## src/rtl/forward_hazard_unit_pkg.sv

```systemverilog
// Shared types and constants for the EX-stage forwarding / load-use hazard unit.
// Register specifiers are held at a fixed maximum width so the slot types stay parameter-free.
package forward_hazard_unit_pkg;

   localparam logic [1:0] FWD_REG   = 2'd0;
   localparam logic [1:0] FWD_EXMEM = 2'd1;
   localparam logic [1:0] FWD_MEMWB = 2'd2;

   localparam int unsigned REG_MAX_BITS = 8;

   typedef logic [REG_MAX_BITS-1:0] reg_t;

   typedef struct packed {
      reg_t rd;
      logic regwrite;
      logic memread;
      reg_t rs;
      reg_t rt;
   } slot_t;

   // EX/MEM and MEM/WB only need the write-back destination.
   typedef struct packed {
      reg_t rd;
      logic regwrite;
   } wb_slot_t;

   localparam slot_t    SLOT_EMPTY = '0;
   localparam wb_slot_t WB_EMPTY   = '0;

endpackage

```

## src/rtl/fwd_select.sv

```systemverilog
// Per-operand forwarding comparator: picks the youngest in-flight writer of src.
// Register $0 is never forwarded.
module fwd_select
   import forward_hazard_unit_pkg::*;
(
   input  reg_t       src,
   input  wb_slot_t   exmem,
   input  wb_slot_t   memwb,
   output logic [1:0] sel
);

   always_comb begin
      sel = FWD_REG;
      if (exmem.regwrite && (exmem.rd != '0) && (exmem.rd == src))
         sel = FWD_EXMEM;
      else if (memwb.regwrite && (memwb.rd != '0) && (memwb.rd == src))
         sel = FWD_MEMWB;
   end

endmodule

```

## src/rtl/forward_hazard_unit.sv

```systemverilog
// Forwarding and load-use hazard unit for the 5-stage pipeline: shadows the
// ID/EX, EX/MEM and MEM/WB destination info and drives EX operand mux selects.
module forward_hazard_unit
   import forward_hazard_unit_pkg::*;
#(
   parameter int unsigned REG_BITS = 5,
   parameter int unsigned CNT_BITS = 32
) (
   input  logic                clock,
   input  logic                reset_n,
   input  logic                id_valid,
   input  logic [REG_BITS-1:0] id_rs,
   input  logic [REG_BITS-1:0] id_rt,
   input  logic [REG_BITS-1:0] id_rd,
   input  logic                id_regwrite,
   input  logic                id_memread,
   input  logic                flush,
   output logic [1:0]          ex_ctrl_a,
   output logic [1:0]          ex_ctrl_b,
   output logic                stall,
   output logic                bubble,
   output logic [CNT_BITS-1:0] stall_count
);

   slot_t               idex;
   slot_t               id_slot;
   wb_slot_t            exmem;
   wb_slot_t            memwb;
   logic                hazard;
   logic [CNT_BITS-1:0] cnt;

   always_comb begin
      id_slot                   = SLOT_EMPTY;
      id_slot.rs[REG_BITS-1:0]  = id_rs;
      id_slot.rt[REG_BITS-1:0]  = id_rt;
      id_slot.rd[REG_BITS-1:0]  = id_rd;
      id_slot.regwrite          = id_regwrite;
      id_slot.memread           = id_memread;
   end

   always_comb begin
      hazard = id_valid && idex.memread && (idex.rd != '0) &&
               ((idex.rd == id_slot.rs) || (idex.rd == id_slot.rt));
      // A taken branch kills the consumer anyway, so it never costs a stall.
      stall  = hazard && !flush;
      bubble = stall || flush;
   end

   always_ff @(posedge clock or negedge reset_n) begin
      if (!reset_n) begin
         idex  <= SLOT_EMPTY;
         exmem <= WB_EMPTY;
         memwb <= WB_EMPTY;
         cnt   <= '0;
      end else begin
         memwb <= exmem;
         exmem <= '{rd: idex.rd, regwrite: idex.regwrite};
         idex  <= (id_valid && !bubble) ? id_slot : SLOT_EMPTY;
         if (stall)
            cnt <= cnt + CNT_BITS'(1);
      end
   end

   assign stall_count = cnt;

   fwd_select u_sel_a (
      .src   (idex.rs),
      .exmem (exmem),
      .memwb (memwb),
      .sel   (ex_ctrl_a)
   );

   fwd_select u_sel_b (
      .src   (idex.rt),
      .exmem (exmem),
      .memwb (memwb),
      .sel   (ex_ctrl_b)
   );

endmodule

```

## config.mk

```make
export PLATFORM = sky130hd
export DESIGN_NAME = forward_hazard_unit
export DESIGN_NICKNAME = d
export VERILOG_FILES = /design/src/rtl/forward_hazard_unit_pkg.sv /design/src/rtl/fwd_select.sv /design/src/rtl/forward_hazard_unit.sv
export SDC_FILE = /design/constraint.sdc
export NUM_CORES = 1
export LEC_CHECK = 0
export BUFFER_PORTS_ARGS = -buffer_cell sky130_fd_sc_hd__buf_2
export CAP_MARGIN = 20
export CORE_MARGIN = 8
export CORE_UTILIZATION = 35
export CTS_BUF_LIST = sky130_fd_sc_hd__clkbuf_8
export DETAILED_ROUTE_END_ITERATION = 8
export SYNTH_ARGS = -nofsm -noshare
export SYNTH_HDL_FRONTEND = slang
export SYNTH_HIERARCHICAL = 1
export SYNTH_SLANG_ARGS = --single-unit
```

## constraint.sdc

```tcl
create_clock -name clock -period 2.9 [get_ports clock]
set_clock_uncertainty 0.15 [all_clocks]
set_input_delay 0.29 -clock clock [delete_from_list [all_inputs] [get_ports clock]]
set_output_delay 0.29 -clock clock [all_outputs]
set_load 0.005 [all_outputs]
```

; After elaboration in Yosys (flattened, before gate mapping)
; Cells that the tools add are included.
; W data, S select, Z words.
[word_totals]
reg_bits = 67
input_bits = 21
output_inout_bits = 38
elab_cells = 40
[classes]
n_addsub = 1
eq_ne = 6
mux = 5
reduce_logical = 18
[op_table]
columns = op, n
row1 = $add A32 B1 Y32 const B, 1
row2 = $eq A5 B8 Y1, 4
row3 = $reduce_bool A8 Y1, 3
row4 = $mux W23, 1
row5 = $logic_and A1 B1 Y1, 11
row6 = $eq A5 B5 Y1, 2
row7 = $mux W2, 4
row8 = $logic_not A1 Y1, 2
row9 = $logic_or A1 B1 Y1, 2

; Logic depth before layout (Yosys ltp)
[logic_depth]
depth_word = 8
ltp_mapped = 6
ltp_nobuf = 6

; Cells and area by module
; Netlist, hierarchy kept.
[by_module_without_submodules]
columns = module, n_inst, cells_each, area_each_um2, seq_area_each_um2
row1 = forward_hazard_unit, 1, 213, 2591.2, 1526.5
row2 = fwd_select, 2, 29, 236.5, 0.0

; Least setup slack after synthesis
; No wires, ideal clock.
[synth_timing]
path_kind = flip-flop to flip-flop
start = register idex[19] (netlist bit)
end = register cnt[1], in the netlist stall_count[1]
setup_time_ns = 0.125
arrival_time_ns = 1.799
required_ns = 2.625
path_slack_ns = 0.827
path_stages_with_launch = 6
path_buffers = 0
synth_period_minus_slack_ns = 2.073
path_cell_list = dfrtp_1 -> or4_4 -> o211ai_1 -> nor2_2 -> nand2_1 -> mux2_2
[synth_between]
elab_chain_cells = 4
elab_cells_between_ends = 7
classes_between = eq/ne: 2 / reduce/logical: 5
[synth_rtl]
columns = element, line
row1 = "start, declared", forward_hazard_unit.sv:25  ; slot_t idex;
row2 = "start signal, assigned", forward_hazard_unit.sv:58  ; idex <= (id_valid && !bubble) ? id_slot : SLOT_EMPTY;
row3 = $eq A5 B5 Y1 / $reduce_bool A8 Y1 (equally long branches), "forward_hazard_unit.sv:43, forward_hazard_unit.sv:42"
row4 = $logic_or A1 B1 Y1 / $logic_and A1 B1 Y1 (equally long branches), "forward_hazard_unit.sv:43, forward_hazard_unit.sv:42"
row5 = $logic_and A1 B1 Y1 *, forward_hazard_unit.sv:42  ; hazard = id_valid && idex.memread && (idex.rd != '0) &&
row6 = $logic_and A1 B1 Y1 *, forward_hazard_unit.sv:45  ; stall = hazard && !flush;
row7 = "end signal, assigned", forward_hazard_unit.sv:60  ; cnt <= cnt + CNT_BITS'(1);
row8 = "end, declared", forward_hazard_unit.sv:30  ; logic [CNT_BITS-1:0] cnt;
; Mark *: on every way between the ends. The rest lies on a longest branch, timed or not.
; A chain may end at the register's enable or synchronous reset.

; Final worst setup path
[layout_timing]
start = register idex[19] (netlist bit)
end = output port stall
[layout_between]
elab_chain_cells = 4
elab_cells_between_ends = 7
classes_between = eq/ne: 2 / reduce/logical: 5
[layout_rtl]
columns = element, line
row1 = $eq A5 B5 Y1 / $reduce_bool A8 Y1 (equally long branches), "forward_hazard_unit.sv:43, forward_hazard_unit.sv:42"
row2 = $logic_or A1 B1 Y1 / $logic_and A1 B1 Y1 (equally long branches), "forward_hazard_unit.sv:43, forward_hazard_unit.sv:42"
row3 = $logic_and A1 B1 Y1 *, forward_hazard_unit.sv:42
row4 = $logic_and A1 B1 Y1 *, forward_hazard_unit.sv:45
row5 = "end, declared", forward_hazard_unit.sv:20  ; output logic stall,
; Marks and branches as above.

==> results by stage <==
Outcome:
- The run finished with clean final reports.

Power and ir drop:
- In this run the static leakage power is approximately 1.9 nW.
- VDD sags by at most about 310 uV.
- In this run the power density over the cells is approximately 460 nW/um^2.

Setup path:
- The family with the most delay on the worst path is simple AND/OR/NAND/NOR gates.
- Together, buffers and inverters on the worst path number 2.
- The largest single stage delay on the critical path is 560 ps.
- The slowest cell on the critical path is or4_4.
- Along the worst path, the maximum fanout reaches 6.
- The setup check on the worst reg-to-reg path leaves a slack of about 670 ps.
- The arrival time of the worst setup path is roughly 2200 ps.
- The critical path is of the flop to primary output type.
- The worst setup path is captured at a primary output.
- The kind of start point of the critical path is a flop.
- Data on the critical path is required at its endpoint by around 2500 ps.
- Walking the worst path, the cells encountered are or4_4, o211ai_1, nor2_2, nand2_1, inv_1, buf_2.

Clock tree:
- The later pin in the worst-skew pair is clocked with a latency of ~340 ps.
- The number of sinks handled by clock tree synthesis is between 60 and 70.
- After clock tree synthesis, the clock-pin slew on the worst setup and hold paths is roughly 70 ps.
- The H-tree was split into 3 levels.
- Hold repair after CTS inserted 4 buffers.
- Once the clock tree was built, the resizer swapped 0 gates to a different size.
- In this run the deepest clock path goes through 2 buffers.
- TritonCTS built the clock tree.
- Post-CTS timing repair inserted 0 buffers for setup.
- The root buffer cell chosen for the clock tree is clkbuf_8.
- The number of clock buffers inserted by TritonCTS is 9.

Floorplan:
- The floorplan step defined a core boundary enclosing approximately 8600 um^2.
- The number of rows in the core area is 34.
- The die height is about 110 um.
- The width of the chip is approximately 110 um.
- The count of boundary I/O pins is just under 60.
- The floorplan die area is approximately 12000 um^2.
- The initial standard-cell utilization of the core is a little over a third.

Route:
- The total length of routed met2 wires is ~3300 um.
- The detailed router finished its first iteration with ~90 violations.
- After detailed routing, no signal wire sits above met4.
- The detailed-route vias per instance is between 4 and 5.
- After detailed routing, the met3 layer carries ~400 um of wire.
- The count of unresolved DRC violations after routing is 0.
- Summing over every cut layer, the via total after detailed routing is between 2k and 2.5k.
- The remaining number of nets flagged by the antenna check after routing is 0.
- After detailed routing, the total wire length is just under 7000 um.
- Dividing the detail-routed wire length by the instance count gives between 10 and 15 um.
- Before antenna repair, the detailed router went through 4 iterations.
- The met1 wire length is between 3000 and 4000 um.

GRT:
- For this run the aggregate overflow at the end of global routing stands at 0.
- The via count of the first global-routing pass was around 2.3k.
- The first global-routing pass estimated 11510 um of wire.
- The number of antenna violations at the first check in global routing is 0.
- The global-route usage over all layers is between 10% and 20%.
- The pin count of the biggest net entering global routing is 30.

STA:
- Setup violations remaining at the end of the flow were counted as 0.
- The number of endpoints with negative hold slack in the final report is 0.
- The final setup TNS is 0 ps.
- The slew of the pin with the lowest slew margin is around 570 ps.
- Derived from the worst setup path, the maximum achievable clock frequency is a little under 400 MHz.
- After layout, the minimum clock period comes to between 2000 and 3000 ps.
- Setup repair after global routing left no endpoint under its margin.
- The number of pins exceeding their max-slew limit in the final report is 0.
- The final critical path takes up between 80% and 90% of the cycle.
- Headroom to the max-slew limit came out at 62.06%.

Placed design:
- The HPWL after detailed placement is between 5000 and 6000 um.
- At the end of routability-driven placement, the weighted congestion stood at between 0.8 and 0.9.
- The instance area after placement is roughly 3600 um^2.
- The number of I/O port buffers is between 50 and 60.

Cells and area:
- The post-layout net count is 399.
- The post-route cell area is about 3900 um^2.
- For this run, the share of the core covered by cells in the final layout is roughly 45%.
- The layout overhead on the synthesized area is 25.97%.
- The antenna diode count is 0.
- After filler insertion, the fill cell instance count of the layout stands at about 840.
- Of the cells placed in the final design, the portion with a size suffix greater than 1 is between 20 and 30%.

Logic synthesis:
- The post-synthesis cell count is between 200 and 300.
- The part of the Yosys area used for sequential elements is 49.82%.
- The share of synthesized registers carrying an async set or reset is 100.0%.
- The synthesized design contains 0 enable-type register cells.
- In this run, synthesis produced a sequential element count of between 60 and 70.
- The yosys synthesis warning count is 6.
- The netlist area before placement is 3064 um^2.
- The post-synthesis area per instance is 11.31 um^2.
- The most instantiated flip-flop cell in the synthesis netlist is dfrtp_1.
- In this run, distinct cell masters in the synthesized netlist total 43.

Hold path:
- The tightest min-delay check is of the input port to flop type.

Run:
- Max-cap violations in this run came to 0.
## flip-flops by register name (all words and copies together), names as in the netlist
| signal | cells |
|---|---|
| stall_count | 32 |
| idex | 17 |
| exmem | 6 |
| memwb | 6 |
## area by class of cell
type,count,area (um^2),area share (%)
inverter,6,22.52,0.5835
multi-input combinational,233,1603,41.52
sequential,61,1526,39.55
tap,108,135.1,3.501
clock buffer,9,123.9,3.209
timing repair buffer,66,372.9,9.660
clock inverter,7,76.32,1.977
## worst reg2reg max path, cell delays in order, from the launching register on
cell and delay, ps:
dfrtp_1 430, or4_4 560, o211ai_1 370, nor2_2 120, nand2_1 150, mux2_2 340
## cell families after synthesis
family / synth area share, %
compound gates: 3.961
flops: 49.82
mux: 0.3675
buf+inv: 2.164
simple gates: 22.87
xor+xnor: 20.29
fa+ha+maj: 0.4083
other cells: 0.1224
## cell usage after synthesis (2+ instances only)
cell | count | share of area, %
nor4_1 | 5 | 1.0
nor3b_1 | 2 | 0.49
and3_1 | 6 | 1.2
nand2b_1 | 2 | 0.41
xnor2_1 | 56 | 16
inv_1 | 6 | 0.73
dfrtp_1 | 61 | 50
and4_1 | 3 | 0.86
nor2_1 | 7 | 0.86
nand4b_1 | 2 | 0.57
and2_1 | 17 | 3.5
nor3_2 | 2 | 0.65
nor3_1 | 5 | 0.82
nand3_1 | 15 | 2.4
a211oi_2 | 2 | 0.82
or4_4 | 3 | 1.1
buf_2 | 2 | 0.33
nand2_1 | 13 | 1.6
o211ai_2 | 2 | 0.82
a211o_1 | 2 | 0.57
or4_1 | 2 | 0.49
nand4_1 | 21 | 4.3
xor2_1 | 15 | 4.3
## per-stage QoR
stage / cells / worst slack, ps / hold WS, ps / power (mW)
final: 490 / 314.2 / 20.07 / 1.794
after global routing: 490 / 177.3 / 4.300 / 1.875
after CTS: 490 / 276.4 / 4.551 / 1.818
after detailed placement: 470 / 662.3 / 49.28 / 1.049
after global placement: 470 / 682.0 / 48.54 / 1.048
after floorplan: 306 / 826.6 / -155.6 / 0.9917
## power breakdown
| group | internal (mW) | total, mW | switching, mW |
|---|---|---|---|
| Combinational | 0.0707 | 0.148 | 0.0772 |
| Sequential | 0.867 | 0.888 | 0.0211 |
| Clock | 0.397 | 0.758 | 0.361 |
## per-layer routing
layer  track usage [%]  vias to the layer above
met5                 0                        -
met3             4.279                        7
met1             15.24                     1074
li1                  -                     1121
met2             19.16                       47
met4             4.918                        0
## layout by cell type, fill, tap and decap left out, drive strengths merged, types with 3 or more instances in the layout
| master | n |
|---|---|
| and2 | 18 |
| and3 | 7 |
| and4 | 3 |
| buf | 62 |
| clkbuf | 9 |
| clkinvlp | 5 |
| conb | 36 |
| dfrtp | 61 |
| dlygate4sd3 | 4 |
| inv | 6 |
| nand2 | 13 |
| nand3 | 16 |
| nand4 | 21 |
| nor2 | 8 |
| nor3 | 7 |
| nor4 | 5 |
| o211ai | 3 |
| or4 | 5 |
| xnor2 | 56 |
| xor2 | 15 |
## worst paths after layout
kind	start	end	cells after the start
setup / recovery	idex[19]	stall	6
hold / removal	id_rd[4]	idex[22]	2
setup reg to reg	idex[19]	stall_count[1]	5
hold reg to reg	idex[17]	exmem[0]	0
max in group asynchronous	reset_n	idex[20]	3
min in group asynchronous	reset_n	stall_count[14]	2
(Power assumes the default switching activity.)
